===== config.mk =====
export PLATFORM = sky130hd
export DESIGN_NAME = prog_clk_divider_flat
export DESIGN_NICKNAME = d
export VERILOG_FILES = /design/src/rtl/prog_clk_divider_if.sv /design/src/rtl/prog_clk_divider.sv /design/src/flat_wrapper.sv
export SDC_FILE = /design/constraint.sdc
export NUM_CORES = 1
export LEC_CHECK = 0
export CORE_ASPECT_RATIO = 0.9
export CORE_UTILIZATION = 40
export DETAILED_ROUTE_END_ITERATION = 12
export GPL_TIMING_DRIVEN = 0
export HOLD_SLACK_MARGIN = 0.12
export SETUP_SLACK_MARGIN = 0.02
export SLEW_MARGIN = 10
export SYNTH_ARGS = -nofsm -noshare
export SYNTH_HDL_FRONTEND = slang
export SYNTH_SLANG_ARGS = --single-unit

===== constraint.sdc =====
create_clock -name clk -period 3.1 [get_ports clk]
set_clock_uncertainty 0.1 [all_clocks]
set_input_delay 0.775 -clock clk [delete_from_list [all_inputs] [get_ports clk]]
set_output_delay 0.775 -clock clk [all_outputs]
set_load 0.005 [all_outputs]

===== src/rtl/prog_clk_divider_if.sv =====
// Handshake and status bundle for prog_clk_divider.
// The master drives enable and ratio load; the slave returns the divided clock, tick, phase and load status.
interface prog_clk_divider_if #(
    parameter int unsigned DIV_W = 8
);
    logic             en;
    logic [DIV_W-1:0] div_ratio;
    logic             div_load;
    logic             div_ack;
    logic             div_err;
    logic             clk_out;
    logic             tick;
    logic [DIV_W-1:0] cnt;

    modport master (
        output en, div_ratio, div_load,
        input  div_ack, div_err, clk_out, tick, cnt
    );

    modport slave (
        input  en, div_ratio, div_load,
        output div_ack, div_err, clk_out, tick, cnt
    );
endinterface


===== src/rtl/prog_clk_divider.sv =====
// Runtime-programmable integer clock divider with glitch-free ratio changes at period boundaries.
// Optional macro ODD_DUTY50_EN adds a negedge flop so odd ratios get an exact 50% duty cycle.
module prog_clk_divider #(
    parameter int unsigned DIV_W       = 8,
    parameter int unsigned DEFAULT_DIV = 8
) (
    input  logic              clk,
    input  logic              res,
    prog_clk_divider_if.slave bus
);
    localparam logic [DIV_W-1:0] DEF_N = DIV_W'(DEFAULT_DIV);
    localparam logic [DIV_W-1:0] ONE   = DIV_W'(1);
    localparam logic [DIV_W-1:0] TWO   = DIV_W'(2);

    logic [DIV_W-1:0] cnt_q, cnt_d;
    logic [DIV_W-1:0] n_q, n_d;
    logic [DIV_W-1:0] pend_val_q, pend_val_d;
    logic             pend_q, pend_d;
    logic             p_q, p_d;
    logic             tick_q, tick_d;
    logic             ack_q, ack_d;
    logic             err_q, err_d;

    logic             wrap;
    logic             apply;
    logic             load_ok;
    logic             load_bad;
    logic [DIV_W-1:0] n_eff;

    always_ff @(posedge clk or posedge res) begin
        if (res) begin
            cnt_q      <= DEF_N - ONE;
            n_q        <= DEF_N;
            pend_val_q <= DEF_N;
            pend_q     <= 1'b0;
            p_q        <= 1'b0;
            tick_q     <= 1'b0;
            ack_q      <= 1'b0;
            err_q      <= 1'b0;
        end else begin
            cnt_q      <= cnt_d;
            n_q        <= n_d;
            pend_val_q <= pend_val_d;
            pend_q     <= pend_d;
            p_q        <= p_d;
            tick_q     <= tick_d;
            ack_q      <= ack_d;
            err_q      <= err_d;
        end
    end

    // A pending ratio takes effect on the wrap edge, so the new period's duty uses it from phase 0.
    always_comb begin
        load_ok    = bus.div_load && (bus.div_ratio >= TWO);
        load_bad   = bus.div_load && (bus.div_ratio < TWO);
        wrap       = bus.en && (cnt_q == (n_q - ONE));
        apply      = wrap && pend_q;
        n_eff      = apply ? pend_val_q : n_q;

        cnt_d      = cnt_q;
        n_d        = n_q;
        pend_val_d = pend_val_q;
        pend_d     = pend_q;
        p_d        = p_q;
        tick_d     = 1'b0;
        ack_d      = 1'b0;
        err_d      = err_q;

        if (bus.en) begin
            cnt_d  = wrap ? '0 : cnt_q + ONE;
            p_d    = (cnt_d < (n_eff >> 1));
            tick_d = wrap;
        end

        if (apply) begin
            n_d    = pend_val_q;
            pend_d = 1'b0;
            ack_d  = 1'b1;
        end

        // A load on the wrap edge re-arms pending, so it lands on the following wrap.
        if (load_ok) begin
            pend_d     = 1'b1;
            pend_val_d = bus.div_ratio;
            err_d      = 1'b0;
        end else if (load_bad) begin
            err_d = 1'b1;
        end
    end

`ifdef ODD_DUTY50_EN
    logic p_neg_q;

    // Half-cycle delayed copy stretches the high phase by half a clk for odd ratios.
    always_ff @(negedge clk or posedge res) begin
        if (res) begin
            p_neg_q <= 1'b0;
        end else begin
            p_neg_q <= p_q;
        end
    end

    assign bus.clk_out = n_q[0] ? (p_q | p_neg_q) : p_q;
`else
    assign bus.clk_out = p_q;
`endif

    assign bus.cnt     = cnt_q;
    assign bus.tick    = tick_q;
    assign bus.div_ack = ack_q;
    assign bus.div_err = err_q;
endmodule


===== src/flat_wrapper.sv =====
// flat-port wrapper written by rule: the top's interface ports become plain ports
module prog_clk_divider_flat 
#(
    parameter int unsigned DIV_W       = 8,
    parameter int unsigned DEFAULT_DIV = 8
)
  (clk, res, bus_en, bus_div_ratio, bus_div_load, bus_div_ack, bus_div_err, bus_clk_out, bus_tick, bus_cnt);
  prog_clk_divider_if #(.DIV_W(DIV_W)) bus_i ();
  input  logic clk;
  input  logic res;
  input wire logic [$bits(bus_i.en)-1:0] bus_en;
  input wire logic [$bits(bus_i.div_ratio)-1:0] bus_div_ratio;
  input wire logic [$bits(bus_i.div_load)-1:0] bus_div_load;
  output wire logic [$bits(bus_i.div_ack)-1:0] bus_div_ack;
  output wire logic [$bits(bus_i.div_err)-1:0] bus_div_err;
  output wire logic [$bits(bus_i.clk_out)-1:0] bus_clk_out;
  output wire logic [$bits(bus_i.tick)-1:0] bus_tick;
  output wire logic [$bits(bus_i.cnt)-1:0] bus_cnt;
  assign bus_i.en = bus_en;
  assign bus_i.div_ratio = bus_div_ratio;
  assign bus_i.div_load = bus_div_load;
  assign bus_div_ack = bus_i.div_ack;
  assign bus_div_err = bus_i.div_err;
  assign bus_clk_out = bus_i.clk_out;
  assign bus_tick = bus_i.tick;
  assign bus_cnt = bus_i.cnt;
  prog_clk_divider #(.DIV_W(DIV_W), .DEFAULT_DIV(DEFAULT_DIV)) u_core (.clk(clk), .res(res), .bus(bus_i));
endmodule

==> results.md <==
- Status: finished, violations left
- Failing checks: setup timing
- Share of layout cells above drive strength 1: 0.271
- Compound-Gate Fraction of Synth Area: 0.141
- DR iter-0 viols: about 110
- Synth top area share: 0.324
- Worst Path Required: about 3200 ps
- Setup ws final: -453 ps
- #FFs+latches synth: 29
- Placed Instance Area: 2150 sq um
- Post-DP HPWL: a little under 3000 um
- Rel. slew slack: 0.308
- Final slew viol count: 0
- Crit-path max FO: 6
- Clock Pin Slew Worst Setup and Hold Paths: 70 ps
- Mux cell area share after synthesis: 0.105
- Final WL: 4470 um
- Pin count of the biggest net entering global routing: 30
- CTS Sinks: 29
- Arrival time at the worst endpoint: 3660 ps
- Nets: 244
- Initial antenna violation count: 0
- Critical path class: register to register
- Largest family of logic cells by synthesized area: simple AND/OR/NAND/NOR gates
- Via density: 5.22
- Post-synth cell types: 46
- Synth top area cells: dfrtp_1 (32%), dfstp_2 (7.1%), ha_1 (5.4%)
- Die Y: about 67 um
- Total CTS buffers: 5
- Die X: between 70 and 80 um
- Ports: 24
- Synth Area in Simple Gates: 0.184
- Filler cell count: ~400
- # DRC: 0
- Antenna-violating nets left: 0
- Worst Setup End Kind: register
- PnR Total Power: around 0.0015 W
- Peak supply drop: 394 uV
- Fin area: 2430 sq um
- Crit path cell chain: buf_6, or3_1, nand4_1, a211oi_2, o311a_1, buf_6, nand2_8, mux2i_2, ha_1, o21a_1, o211ai_1, a21oi_1, o31a_1, a211o_1, a22oi_1
- Total GRT Usage: 0.199
- Slew @ Worst Pin: 1030 ps
- Fmax: 0.281 GHz
- GRT Residual Overflow: 0
- CP bufs+invs: 2
- Crit start category: register
- Layout Area Growth over Synthesis: 31.1%
- Core area: approximately 4500 sq um
- Yosys Warn Count: 0
- Routability congestion estimate: 0.847
- Count of buffers from port buffering: 22
- Max_cap viols: 0
- Yosys top cell by area: dfrtp_1
- Htree depth: 2
- Commonest non-fill, non-tap cells in the layout: dfrtp_1 (22), clkdlybuf4s50_1 (21), nand2_1 (19)
- Fin Setup TNS: -453 ps
- Vias: ~1.5k
- Sequential area share after synthesis: 0.395
- RSZ-0062 raised after global routing: yes
- Worst-Skew Late Latency: just under 300 ps
- Xor/xnor share of the synthesized area: 0.0662
- Routed WL per cell: approximately 16 um
- Clock root buffer: clkbuf_8
- Layout Utilization: 0.544
- Final setup violating endpoints: 1
- Most common cell on crit path: buf_6
- First-pass GRT wire length: approximately 7000 um
- Hold Crit Class: register to register
- Die area: around 5000 sq um
- Mapped Area: ~1900 sq um
- DRT Pass-1 Iters: 4
- Worst path top cell family by delay: compound AO/OA/AOI/OAI gates
- Adder-Cell Fraction of Synth Area: 0.0540
- Leak: about 1.1 nW
- Synth Net Count: 202
- Antenna diodes: 0
- Final hold vios: 0
- Clock Path Buffers: 2
- Slowest CP cell: dfrtp_1
- Period utilization: 1.15
- Number of global-route vias before repair: 1498
- Max incr delay on CP: 420 ps
- Initial Utilization: 0.415
- Post-Synthesis Cells: 182
- Mapped Avg Cell Area: between 10 and 15 sq um
- Power Dens Cells: 613 nW/um^2
- Row count: 23
- CTS tree: done
- Fin crit period: 3550 ps
- Hold_buf cts: 0
- Most common cell after layout, fill and taps aside: dfrtp_1
[registers in the layout, summed over array words and instances, names as in the netlist]
name / flops
u_core.bus.div_err: 1
u_core.bus.div_ack: 1
u_core.pend_q: 1
u_core.pend_val_q: 8
u_core.n_q: 8
u_core.bus.tick: 1
u_core.bus.cnt: 8
u_core.bus.clk_out: 1
[cell families after synthesis]
family,count (synthesis)
compound gates,36
xor+xnor,14
mux,17
buf+inv,17
fa+ha+maj,8
simple gates,61
flops,29
[where the power goes]
group	switching [W]	leakage (nW)	total, W	internal (W)
Sequential	0.0000868	0.360	0.000538	0.000451
Clock	0.000154	0.0450	0.000309	0.000155
Combinational	0.000280	0.714	0.000640	0.000360
[metal layers]
| layer | routed length (um) | vias to the layer above | track usage |
|---|---|---|---|
| met3 | 161 | 7 | 0.0575 |
| li1 | - | 732 | - |
| met4 | 57 | 0 | 0.0577 |
| met2 | 2130 | 22 | 0.306 |
| met1 | 2110 | 736 | 0.271 |
| met5 | 0 | - | 0 |
[worst register-to-register path, delay by kind of cell, from the launching register on]
family | cells | cell delay (ps)
compound gates | 8 | 1620
flops | 1 | 420
mux | 1 | 220
simple gates | 3 | 570
fa+ha+maj | 1 | 270
buf+inv | 2 | 290
[cells in the mapped netlist, drive strengths merged]
cell / count
a211o: 1
a211oi: 2
a21o: 1
a21oi: 5
a22o: 7
a22oi: 1
and2b: 1
and3: 4
buf: 6
clkbuf: 3
dfrtp: 24
dfstp: 5
ha: 8
inv: 8
mux2: 11
mux2i: 6
nand2: 20
nand2b: 3
nand3: 4
nand3b: 2
nand4: 2
nand4b: 1
nor2: 10
nor2b: 6
nor3: 2
nor4: 1
nor4b: 2
o211a: 1
o211ai: 1
o21a: 2
o21ai: 8
o22ai: 1
o311a: 1
o31a: 1
o31ai: 3
o41ai: 1
or3: 2
or4: 1
xnor2: 9
xor2: 5
[final cells by class]
type	instances	area (sq um)	share of cell area
buffer	6	40.0	0.0165
clock buffer	6	72.6	0.0299
clock inverter	2	10.0	0.00412
inverter	8	30.0	0.0124
multi-input combinational	136	1100	0.455
sequential	29	734	0.302
tap	62	77.6	0.0319
timing repair buffer	38	359	0.148
[path summary, 6_finish.rpt]
path,from,endpoint,slack (ps),depth (start not counted)
worst max-delay path,u_core.n_q[1],u_core.bus.clk_out,-450,15
worst min-delay path,u_core.bus.div_err,u_core.bus.div_err,400,1
worst max register to register,u_core.n_q[1],u_core.bus.clk_out,-450,15
worst min register to register,u_core.bus.div_err,u_core.bus.div_err,400,1
max in group asynchronous,res,u_core.n_q[2],1570,2
min in group asynchronous,res,u_core.bus.cnt[3],810,2
[per-stage QoR]
| step | hold WS [ps] | setup WS, ps | cells |
|---|---|---|---|
| 2_1_floorplan | 345 | -281 | 182 |
| 4_1_cts | 404 | -409 | 284 |
| 3_5_place_dp | 391 | -970 | 266 |
| 5_1_grt | 416 | -622 | 287 |
| 3_3_place_gp | 368 | -948 | 266 |
| 6_report | 398 | -453 | 287 |
[what timing repair did]
action                                  4_1_cts  5_1_grt
gates resized for setup                       8       16
endpoints found under the setup margin        1        1
pin swaps                                     5       13
buffers inserted                             11        5
No activity file was read; power rests on OpenSTA's default activity.
